<file path="config.mk">
export PLATFORM = sky130hd
export DESIGN_NAME = if_axi_rd_bridge
export DESIGN_NICKNAME = d
export VERILOG_FILES = /design/src/rtl/if_axi_rd_bridge.sv
export SDC_FILE = /design/constraint.sdc
export NUM_CORES = 1
export LEC_CHECK = 0
export ABC_AREA = 1
export BUFFER_PORTS_ARGS = -buffer_cell sky130_fd_sc_hd__buf_2
export CAP_MARGIN = 20
export CORE_ASPECT_RATIO = 1.2
export CORE_MARGIN = 2
export CORE_UTILIZATION = 50
export CTS_CLUSTER_SIZE = 25
export DETAILED_ROUTE_END_ITERATION = 12
export GPL_TIMING_DRIVEN = 0
export MAX_ROUTING_LAYER = met4
export PLACE_DENSITY_LB_ADDON = 0.15
export SYNTH_ARGS = -nofsm -noshare
export SYNTH_HDL_FRONTEND = slang
export SYNTH_SLANG_ARGS = --single-unit
</file>
<file path="constraint.sdc">
create_clock -name clk -period 1.92 [get_ports clk]
set_input_delay 0.192 -clock clk [delete_from_list [all_inputs] [get_ports clk]]
set_output_delay 0.192 -clock clk [all_outputs]
set_load 0.02 [all_outputs]
</file>
<file path="src/rtl/if_axi_rd_bridge.sv">
// Fetch-bus responder to AXI4 single-beat read; request cycle 0 -> ar_valid cycle 1 -> bus_ready cycle 3 at zero AXI latency.
// Requester may drop valid to abort at any point; AR is never retracted and an outstanding beat is drained silently.
module if_axi_rd_bridge #(
    parameter int unsigned     ID_W   = 4,
    parameter logic [ID_W-1:0] AXI_ID = '0
) (
    input  logic            clk,
    input  logic            rst,
    input  logic            bus_valid_i,
    input  logic            bus_req_i,
    input  logic [63:0]     bus_addr_i,
    input  logic [1:0]      bus_size_i,
    output logic            bus_ready_o,
    output logic [63:0]     bus_data_read_o,
    output logic [1:0]      bus_resp_o,
    output logic            ar_valid_o,
    input  logic            ar_ready_i,
    output logic [63:0]     ar_addr_o,
    output logic [2:0]      ar_size_o,
    output logic [7:0]      ar_len_o,
    output logic [1:0]      ar_burst_o,
    output logic [ID_W-1:0] ar_id_o,
    input  logic            r_valid_i,
    output logic            r_ready_o,
    input  logic [63:0]     r_data_i,
    input  logic [1:0]      r_resp_i,
    input  logic            r_last_i,
    input  logic [ID_W-1:0] r_id_i
);

    localparam logic       REQ_WRITE   = 1'b1;
    localparam logic [1:0] RESP_OKAY   = 2'b00;
    localparam logic [1:0] RESP_EXOKAY = 2'b01;
    localparam logic [1:0] RESP_SLVERR = 2'b10;

    typedef enum logic [2:0] {
        IDLE  = 3'd0,
        ADDR  = 3'd1,
        DATA  = 3'd2,
        RESP  = 3'd3,
        DRAIN = 3'd4
    } state_t;

    state_t      state_q, state_d;
    logic [63:0] addr_q, addr_d;
    logic [1:0]  size_q, size_d;
    logic [63:0] data_q, data_d;
    logic [1:0]  resp_q, resp_d;
    logic [5:0]  shift;
    logic [1:0]  beat_resp;

    assign shift = {addr_q[2:0], 3'b000};

    // A beat that is not the expected single last beat of our ID is reported as a slave error.
    always_comb begin
        beat_resp = r_resp_i;
        if ((r_id_i != AXI_ID) || !r_last_i) begin
            beat_resp = RESP_SLVERR;
        end else if (r_resp_i == RESP_EXOKAY) begin
            beat_resp = RESP_OKAY;
        end
    end

    always_comb begin
        state_d = state_q;
        addr_d  = addr_q;
        size_d  = size_q;
        data_d  = data_q;
        resp_d  = resp_q;
        case (state_q)
            IDLE: begin
                if (bus_valid_i) begin
                    if (bus_req_i == REQ_WRITE) begin
                        resp_d  = RESP_SLVERR;
                        data_d  = '0;
                        state_d = RESP;
                    end else begin
                        addr_d  = bus_addr_i;
                        size_d  = bus_size_i;
                        state_d = ADDR;
                    end
                end
            end
            ADDR: begin
                if (ar_ready_i) begin
                    state_d = bus_valid_i ? DATA : DRAIN;
                end
            end
            DATA: begin
                if (r_valid_i) begin
                    data_d  = r_data_i >> shift;
                    resp_d  = beat_resp;
                    state_d = RESP;
                end else if (!bus_valid_i) begin
                    state_d = DRAIN;
                end
            end
            RESP: begin
                state_d = IDLE;
            end
            DRAIN: begin
                if (r_valid_i) begin
                    state_d = IDLE;
                end
            end
            default: begin
                state_d = IDLE;
            end
        endcase
    end

    always_ff @(posedge clk or negedge rst) begin
        if (!rst) begin
            state_q <= IDLE;
            addr_q  <= '0;
            size_q  <= '0;
            data_q  <= '0;
            resp_q  <= '0;
        end else begin
            state_q <= state_d;
            addr_q  <= addr_d;
            size_q  <= size_d;
            data_q  <= data_d;
            resp_q  <= resp_d;
        end
    end

    // An aborted request in RESP leaves silently, so the pulse is qualified by the live valid.
    assign bus_ready_o     = (state_q == RESP) && bus_valid_i;
    assign bus_data_read_o = bus_ready_o ? data_q : '0;
    assign bus_resp_o      = bus_ready_o ? resp_q : '0;

    assign ar_valid_o = (state_q == ADDR);
    assign ar_addr_o  = addr_q;
    assign ar_size_o  = {1'b0, size_q};
    assign ar_len_o   = 8'd0;
    assign ar_burst_o = 2'b01;
    assign ar_id_o    = AXI_ID;
    assign r_ready_o  = (state_q == DATA) || (state_q == DRAIN);

endmodule

</file>
# --- Word-level counts from Yosys, hierarchy flattened ---
# Index checks and enable logic that the tools add are counted.
totals:
  inputBits: 143
  elab_cells: 48
  reg_bits: 135
  out_inout_bits: 150
op_classes:
  bitwise: 1
  shifts: 1
  n_mux: 20
  reduce_logical: 10
  eq_ne: 11
op_table:
  columns: ["op", "count"]
  rows:
  - ["$mux W64", 4]
  - ["$pmux W64 S2", 1]
  - ["$shr A64 B6 Y64", 1]
  - ["$mux W3", 6]
  - ["$mux W2", 7]
  - ["$pmux W3 S4", 1]
  - ["$ne A2 B2 Y1 const B", 4]
  - ["$reduce_and A4 Y1", 2]
  - ["$eq A3 B2 Y1 const B", 2]
  - ["$pmux W2 S2", 1]
  - ["$reduce_bool A4 Y1", 1]
  - ["$eq A3 B1 Y1 const B", 1]
  - ["$eq A3 B3 Y1 const B", 1]
  - ["$logic_not A3 Y1", 1]
  - ["$ne A3 B3 Y1 const B", 1]
  - ["$reduce_and A3 Y1", 1]
  - ["$eq A2 B1 Y1 const B", 1]
  - ["$logic_or A1 B1 Y1", 2]
  - ["$ne A2 B1 Y1 const B", 1]
  - ["$reduce_bool A2 Y1", 1]
  - ["$logic_and A1 B1 Y1", 1]
  - ["$logic_not A1 Y1", 1]
  - ["$not A1 Y1", 1]

# --- Depth between registers and ports, before layout ---
# Gate-level depths: netlist of the first run.
logic_depth:
  depth_word: 5
  depth_mapped: 10
  ltp_nobuf: 8

# --- Least setup slack after synthesis of the first run ---
# No wires, ideal clock.
synth_timing:
  path_kind: "register -> output"
  start: "register state_q[2]"
  end: "output port bus_data_read_o[24]"
  n_path_buf: 2
  arrival_time_ps: 1649
  path_stages_with_launch: 8
  setup_slack_ps: 79
  required_time_ps: 1728
  path_cell_list: "dfrtp_1 -> inv_1 -> nand2_1 -> nor3_2 -> inv_1 -> buf_2 -> buf_2 -> nor2_1"
synth_via:
  elab_chain_len: 3
synth_lines:
  columns: ["element", "line_no", "text"]
  rows:
  - ["start: declaration", "44", "state_t state_q, state_d;"]
  - ["start signal: assignment", "120", "state_q <= state_d;"]
  - ["$eq A3 B2 Y1", "129", "assign bus_ready_o = (state_q == RESP) && bus_valid_i;"]
  - ["$logic_and A1 B1 Y1", "129", null]
  - ["net bus_ready_o", "13", "output logic bus_ready_o,"]
  - ["$mux W64", "130", "assign bus_data_read_o = bus_ready_o ? data_q : '0;"]
  - ["end: declaration", "14", "output logic [63:0] bus_data_read_o,"]
# The timed path passes the listed nets, and every way through them passes these cells.

# --- Final worst setup path of the first run ---
layout_timing:
  start: "register state_q[2]"
  end: "output port bus_data_read_o[48]"
layout_via:
  elab_chain_len: 3
layout_lines:
  columns: ["element", "line_no"]
  rows:
  - ["$eq A3 B2 Y1", "129"]
  - ["$logic_and A1 B1 Y1", "129"]
  - ["$mux W64", "130"]
# Every way passes these cells.

==> reports/qor.tcl, run 1 <==
set qor(worst-endpoint-arrival_ns) 1.78
set qor(globalplace.congestion) 1.04
set qor(crit_path_cell_trace) {inv_2 > nand2_4 > nor3_4 > inv_2 > buf_12 > buf_12 > nor2_4 > buf_6}
set qor(clock-sinks) 135
set qor(power.total_uw) 16800
set qor(ys_top_cells_by_area) {sky130_fd_sc_hd__dfrtp_1 43%, sky130_fd_sc_hd__nand2_1 23%, sky130_fd_sc_hd__nand3_1 9.7%}
set qor(critPathBufInv) 5
set qor(syn-instance-count) 1181
set qor(failed_checks) {negative setup slack}
set qor(number_of_cells_on_the_worst_reg_to_reg_path) 13
set qor(critical_path_required_ns) 1.73
set qor(wl_per_cell_um) 17.4
set qor(synth_area_per_cell_sq_um) 6.58
set qor(crit_family) {buffers and inverters}
set qor(global_route_wire_length_before_repair_um) 46600
set qor(ant_nets) 0
set qor(maximum_fanout_count_along_the_critical_path) 10
set qor(worst_slack_ns) -0.0474
set qor(synth_sequential_area_ratio_pct) 43.5
set qor(status) {finished, violations left}
set qor(worst_setup_hold_path_clk_slew_ns) 0.06
set qor(preCtsSetupSlack_ns) -0.0521
set qor(total_area_of_sequential_cells_sq_um) 3380
set qor(commonest_non_fill_non_tap_cells_in_the_layout) {470 x sky130_fd_sc_hd__nand2_1, 228 x sky130_fd_sc_hd__buf_2, 150 x sky130_fd_sc_hd__nand3_1}
set qor(setup-violations-final) 50
set qor(maxCapViolations) 0
set qor(crit_path_top_delay_cell) {sky130_fd_sc_hd__dfrtp_2}
set qor(worstReg2RegStart) {state_q[2]}
set qor(netlist-cell-type-count) 23
set qor(routed_wl_um) 30400
set qor(layout-drive-gt1-share_pct) 30.5
set qor(first_iter_violations) 663
set qor(crit_path_max_incr_delay_ns) 0.42
set qor(crit_share_post_route_pct) 102
set qor(syn_area_sq_um) 7770
set qor(number_of_detailed_routing_iterations_run_before_antenna_repair) 5
set qor(cell_type_with_the_highest_aggregate_area_in_the_netlist) {sky130_fd_sc_hd__dfrtp_1}
set qor(mostFrequentLayoutCell) {sky130_fd_sc_hd__nand2_1}
set qor(grt_usage_pct) 37.4
set qor(cts_tree) {done}
set qor(htree_levels) 4
set qor(dr_total_vias) 9072
set qor(drcViolationCount) 0
set qor(die_w_um) 118
set qor(antenna_cells) 0
set qor(area_growth_syn_to_layout_pct) 45.4
set qor(worst_clock_skew_ns) 0.00719
set qor(die_area_sq_um) 16600
set qor(finalWorstPathRequiredPeriod_ns) 1.97
set qor(clockBufferDepth) 2
set qor(achievable-frequency_ghz) 0.508
set qor(power.density_nw_per_um2) 1480
set qor(clk-insertion-delay-late_ns) 0.43
set qor(fp.dieH_um) 141
set qor(vias_per_cell) 5.20
set qor(cts_inserted_buffers) 17
set qor(max-slew-margin-rel_pct) 58.7
set qor(fin_cells) 1743
set qor(worstSetupStartpoint) {state_q[2]}
set qor(grt.overflow.total) 0
set qor(min_from) {bus_addr_i[9]}
set qor(grt_pass1_vias) 9063
set qor(initial_core_util_pct) 51.5
set qor(path_class) {reg -> out}
set qor(place.detailed.hpwl_um) 21400
set qor(report.final.hold_viol_count) 0
set qor(largest_net_degree_at_the_start_of_global_routing) 97
set qor(initial_antenna_violation_count) 0
set qor(clk_root_buffer_cell) {sky130_fd_sc_hd__clkbuf_16}
set qor(port-buffer-count) 277
set qor(irDropWorstVdd_mv) 1.05
set qor(instance_count_on_the_critical_path) 8
set qor(ys_seq_elements) 135
set qor(final.fill_count) 1172
set qor(multi_input_comb_area_sq_um) 3800
set qor(design.portCount) 293
set qor(post-place-cells) 1676
set qor(hold_path_depth) 3
set qor(synthDominantCellAreaShare_pct) 43.5
set qor(leakagePower_uw) 0.00624
set qor(placementRows) 49
set qor(final-max-slew-violation-count) 0
set qor(worst_hold_path_type) {in -> reg}
set qor(critical_path.startpoint_type) {register}
set qor(fin_nets) 1669
set qor(crit_path_end_kind) {output pin}
set qor(unrepaired_setup_endpoints_after_global_routing) {yes}
set qor(yosysWarnings) 0
set qor(slew_worst_pin_ns) 0.620
set qor(core_area_sq_um) 15100
==> registers in the layout (all words and copies together) (netlist names) <==
| register | flops |
|---|---|
| resp_q | 2 |
| ar_addr_o | 64 |
| data_q | 64 |
| size_q | 2 |
| state_q | 3 |
==> per-stage QoR <==
stage          utilization, %  TNS [ns]  instance area (sq um)  hold WS, ns
2_1_floorplan               -         0                   7820       -0.104
3_3_place_gp             62.7   -154.70                   9460        0.440
3_5_place_dp             63.0    -0.162                   9500        0.117
4_1_cts                  72.3     -3.10                  10900    0.0000281
5_1_grt                  74.9     -5.11                  11300      0.00583
6_report                 74.9     -1.11                  11300      0.00538
==> layout make-up <==
type / count / area share, %
Buffer: 85 / 5.43
Clock buffer: 18 / 3.80
Clock inverter: 14 / 1.24
Inverter: 145 / 4.82
Multi-Input combinational cell: 829 / 33.6
Sequential cell: 135 / 29.9
Tap cell: 204 / 2.26
Timing Repair Buffer: 313 / 18.9
==> final timing paths <==
path | endpoint | slack, ns
max | bus_data_read_o[48] | -0.05
min | ar_addr_o[9] | 0.005
max reg2reg | data_q[29] | 0.01
min reg2reg | data_q[33] | 0.48
max in group asynchronous | state_q[2] | 0.85
min in group asynchronous | data_q[3] | 0.24
==> per-layer routing <==
layer  share of wire (%)  global-route usage, %  vias up
met5                   0                      -        -
met4                 5.2                   17.3        0
met3                 7.1                   7.20      106
met2                  51                   64.2      451
met1                  37                   42.3     4249
li1                    -                      -     4266
==> tightest hold or removal path, stage by stage <==
cell and delay, ns:
sky130_fd_sc_hd__buf_2 0.10, sky130_fd_sc_hd__inv_1 0.04, sky130_fd_sc_hd__o21ai_1 0.06
==> cells by family (layout without fill, tap and decap cells) <==
family / count (synthesis) / count (layout) / share of synthesized area, %
AND/OR/NAND/NOR: 742 / 742 / 38.8
other: 2 / 15 / 0.0966
AO/OA/AOI/OAI: 72 / 72 / 4.68
buffers and inverters: 230 / 575 / 12.9
flip-flops: 135 / 135 / 43.5
==> cell usage after synthesis <==
cell,n
sky130_fd_sc_hd__nand2_1,474
sky130_fd_sc_hd__buf_1,10
sky130_fd_sc_hd__nor2_4,1
sky130_fd_sc_hd__nand3_1,150
sky130_fd_sc_hd__buf_6,4
sky130_fd_sc_hd__inv_2,5
sky130_fd_sc_hd__nor2_1,107
sky130_fd_sc_hd__conb_1,2
sky130_fd_sc_hd__buf_2,32
sky130_fd_sc_hd__dfrtp_1,135
sky130_fd_sc_hd__nand4_1,4
sky130_fd_sc_hd__and3_1,1
sky130_fd_sc_hd__nor3_2,1
sky130_fd_sc_hd__clkbuf_2,1
sky130_fd_sc_hd__inv_1,140
sky130_fd_sc_hd__o21ai_2,1
sky130_fd_sc_hd__clkbuf_1,19
sky130_fd_sc_hd__nand3_2,2
sky130_fd_sc_hd__a21oi_1,4
sky130_fd_sc_hd__o21ai_0,67
sky130_fd_sc_hd__nand2_2,1
sky130_fd_sc_hd__buf_4,19
sky130_fd_sc_hd__nor2_2,1
==> what timing repair did <==
action	4_1_cts	5_1_grt
endpoints found under the setup margin	66	170
setup buffers	16	4
endpoints found under the hold margin	53	0
cloned	2	1
pin swaps	1	3
resized for setup	170	123
hold buffers	15	0
==> power breakdown <==
part | total, uW | switching, uW | internal, uW | leakage, uW
combinational | 9010 | 6130 | 2890 | 0.00420
sequential | 4550 | 635 | 3920 | 0.00176
clock | 3200 | 1390 | 1810 | 0.000274
Note: power is estimated with default switching activity, not from simulation.
==> run 2, diff against run 1 <==
--- a/config.mk
+++ b/config.mk
@@ -13,7 +13,6 @@
 export CORE_UTILIZATION = 50
 export CTS_CLUSTER_SIZE = 25
 export DETAILED_ROUTE_END_ITERATION = 12
-export GPL_TIMING_DRIVEN = 0
 export MAX_ROUTING_LAYER = met4
 export PLACE_DENSITY_LB_ADDON = 0.15
 export SYNTH_ARGS = -nofsm -noshare
==> reports/qor.tcl, run 2 (synthesis results as in run 1) <==
set qor(first_iter_violations) 640 ;# -3.5%
set qor(htree_levels) 4 ;# unchanged
set qor(crit_share_post_route_pct) 102 ;# -0.82 points
set qor(cts_tree) {done}
set qor(fin_nets) 1585 ;# -5.0%
set qor(area_growth_syn_to_layout_pct) 34.7
set qor(dr_total_vias) 8404 ;# -7.4%
set qor(initial_core_util_pct) 51.5 ;# unchanged
set qor(crit_path_end_kind) {output pin}
set qor(worst_slack_ns) -0.0316 ;# +0.0157 ns
set qor(crit_path_top_delay_cell) {sky130_fd_sc_hd__dfrtp_1}
set qor(worst_setup_hold_path_clk_slew_ns) 0.06 ;# about the same
set qor(drt-met1-wl_um) 9700 ;# -14%
set qor(worst_r2r_setup_slack_ns) 0.14 ;# +0.13 ns
set qor(largest_net_degree_at_the_start_of_global_routing) 68 ;# -30%
set qor(mostFrequentLayoutCell) {sky130_fd_sc_hd__nand2_1}
set qor(clk-insertion-delay-late_ns) 0.42 ;# about the same
set qor(dpl_cell_area_sq_um) 9270 ;# -2.4%
set qor(critPathBufInv) 4 ;# -1
set qor(core_area_sq_um) 15100 ;# unchanged
set qor(maxCapViolations) 0 ;# unchanged
set qor(global_route_wire_length_before_repair_um) 39100 ;# -16%
set qor(status) {finished, violations left}
set qor(max-slew-margin-rel_pct) 60.4 ;# +1.7 points
set qor(crit_path_cell_trace) {inv_2 > nor3_4 > bufinv_8 > buf_12 > nor2_2 > buf_6}
set qor(initial_antenna_violation_count) 1 ;# +1
set qor(die_w_um) 118 ;# unchanged
set qor(ant_nets) 0 ;# unchanged
set qor(crit_family) {buffers and inverters}
set qor(wl_per_cell_um) 15.0 ;# -14%
set qor(number_of_detailed_routing_iterations_run_before_antenna_repair) 6 ;# +1
set qor(unrepaired_setup_endpoints_after_global_routing) {yes}
set qor(failed_checks) {negative setup slack}
set qor(fp.dieH_um) 141 ;# unchanged
set qor(maximum_fanout_count_along_the_critical_path) 17 ;# +7
set qor(place.detailed.hpwl_um) 17200 ;# -19%
set qor(cts_inserted_buffers) 17 ;# unchanged
set qor(crit_path_max_incr_delay_ns) 0.39 ;# -0.03 ns
set qor(globalplace.congestion) 0.926 ;# -11%
set qor(port-buffer-count) 277 ;# unchanged
set qor(wl_met3_um) 1720 ;# -20%
set qor(setup-violations-final) 7 ;# -86%
set qor(worst_hold_path_type) {in -> reg}
set qor(grt_pass1_vias) 7859 ;# -13%
set qor(die_area_sq_um) 16600 ;# unchanged
set qor(clock-sinks) 135 ;# unchanged
set qor(final-max-slew-violation-count) 0 ;# unchanged
set qor(report.final.hold_viol_count) 0 ;# unchanged
set qor(grt.overflow.total) 0 ;# unchanged
set qor(routed-wl-met2_um) 12200 ;# -20%
set qor(design.portCount) 293 ;# unchanged
set qor(final.fill_count) 1382 ;# +18%
set qor(irDropWorstVdd_mv) 0.908 ;# -14%
set qor(highest_layer) {met4}
set qor(critical_path.startpoint_type) {register}
set qor(path_class) {reg -> out}
set qor(finalWorstPathRequiredPeriod_ns) 1.95 ;# -0.0157 ns
set qor(post-route-cell-area_sq_um) 10500 ;# -7.4%
set qor(drcViolationCount) 0 ;# unchanged
set qor(fin_hold_ws_ns) 0.00912 ;# +0.00374 ns
set qor(clockBufferDepth) 2 ;# unchanged
set qor(slew_worst_pin_ns) 0.594 ;# -0.0262 ns
set qor(routed_wl_um) 24900 ;# -18%
set qor(clk_root_buffer_cell) {sky130_fd_sc_hd__clkbuf_16}
set qor(achievable-frequency_ghz) 0.512 ;# +0.81%
set qor(worst_clock_skew_ns) 0.00589 ;# -0.00130 ns
set qor(leakagePower_uw) 0.00585 ;# -6.2%
set qor(power.density_nw_per_um2) 1490 ;# +0.11%
set qor(critical_path_required_ns) 1.73 ;# about the same
set qor(placementRows) 49 ;# unchanged
set qor(vias_per_cell) 5.06 ;# -2.7%
set qor(worst-endpoint-arrival_ns) 1.76 ;# -0.02 ns
set qor(layout-drive-gt1-share_pct) 28.2 ;# -2.4 points
set qor(grt_usage_pct) 31.0 ;# -6.4 points
set qor(commonest_non_fill_non_tap_cells_in_the_layout) {473 x sky130_fd_sc_hd__nand2_1, 210 x sky130_fd_sc_hd__buf_2, 150 x sky130_fd_sc_hd__nand3_1}
[run 2: changes by cell type in the layout (fill, tap and decap cells not counted), sizes merged]
| cell | previous run | this run |
|---|---|---|
| buf | 358 | 309 |
| dlygate4sd3 | 15 | 3 |
| clkinvlp | 2 | 4 |
| diode | 0 | 1 |
| clkbuf | 43 | 20 |
| bufinv | 1 | 3 |
| inv | 151 | 147 |
[run 2: per-stage QoR]
step | util [%] | total power (uW) | setup WS (ns) | setup TNS (ns) | std cells
floorplan | - | 9670 | 0.0786 | 0 | 1194
global placement | 61.5 | 11900 | 0.188 | 0 | 1612
detailed placement | 61.5 | 12000 | 0.125 | 0 | 1612
CTS | 67.7 | 15400 | -0.0515 | -2.03 | 1657
global route | 69.4 | 16700 | -0.128 | -3.94 | 1660
finish | 69.4 | 15600 | -0.0316 | -0.111 | 1660
[run 2: cell type report]
class                      count  area [sq um]  area share [%]
antenna                        1          2.50          0.0239
clock buffer                  20           447            4.27
clock inverter                12           128            1.22
inverter                     145           558            5.33
multi-input combinational    829          3640            34.8
sequential                   135          3380            32.3
tap                          204           255            2.44
timing repair buffer         312          2040            19.5
timing repair inverter         2          17.5           0.167
[run 2: timing repair]
| action | 4_1_cts | 5_1_grt |
|---|---|---|
| pin swaps | 1 | 1 |
| setup buffers | 7 | 2 |
| endpoints found under the hold margin | 74 | 0 |
| gates cloned | 3 | 0 |
| hold buffers | 3 | 0 |
| endpoints found under the setup margin | 66 | 66 |
| gates resized for setup | 84 | 81 |
[run 2: path summary, 6_finish.rpt]
check | cells past startpoint | to | from
worst max-delay path | 6 | bus_data_read_o[52] | state_q[1]
worst min-delay path | 3 | ar_addr_o[61] | bus_addr_i[61]
worst max register to register | 8 | data_q[47] | state_q[1]
worst min register to register | 2 | data_q[15] | data_q[15]
max in group asynchronous | 3 | ar_addr_o[0] | rst
min in group asynchronous | 2 | data_q[9] | rst
[run 2: power by group]
group	switching, uW	total [uW]	internal [uW]
combinational	5400	7820	2410
clock	1260	3200	1940
sequential	616	4540	3920
[run 2: layer usage]
layer  global-route usage (%)  vias to the layer above
met5                        -                        -
met1                     37.0                     3840
met2                     49.8                      385
li1                         -                     4095
met4                     16.7                        0
met3                     6.03                       84
[run 2: tightest hold or removal path, cell delays in order]
cell                      delay, ns
sky130_fd_sc_hd__buf_2         0.09
sky130_fd_sc_hd__inv_1         0.04
sky130_fd_sc_hd__o21ai_0       0.07
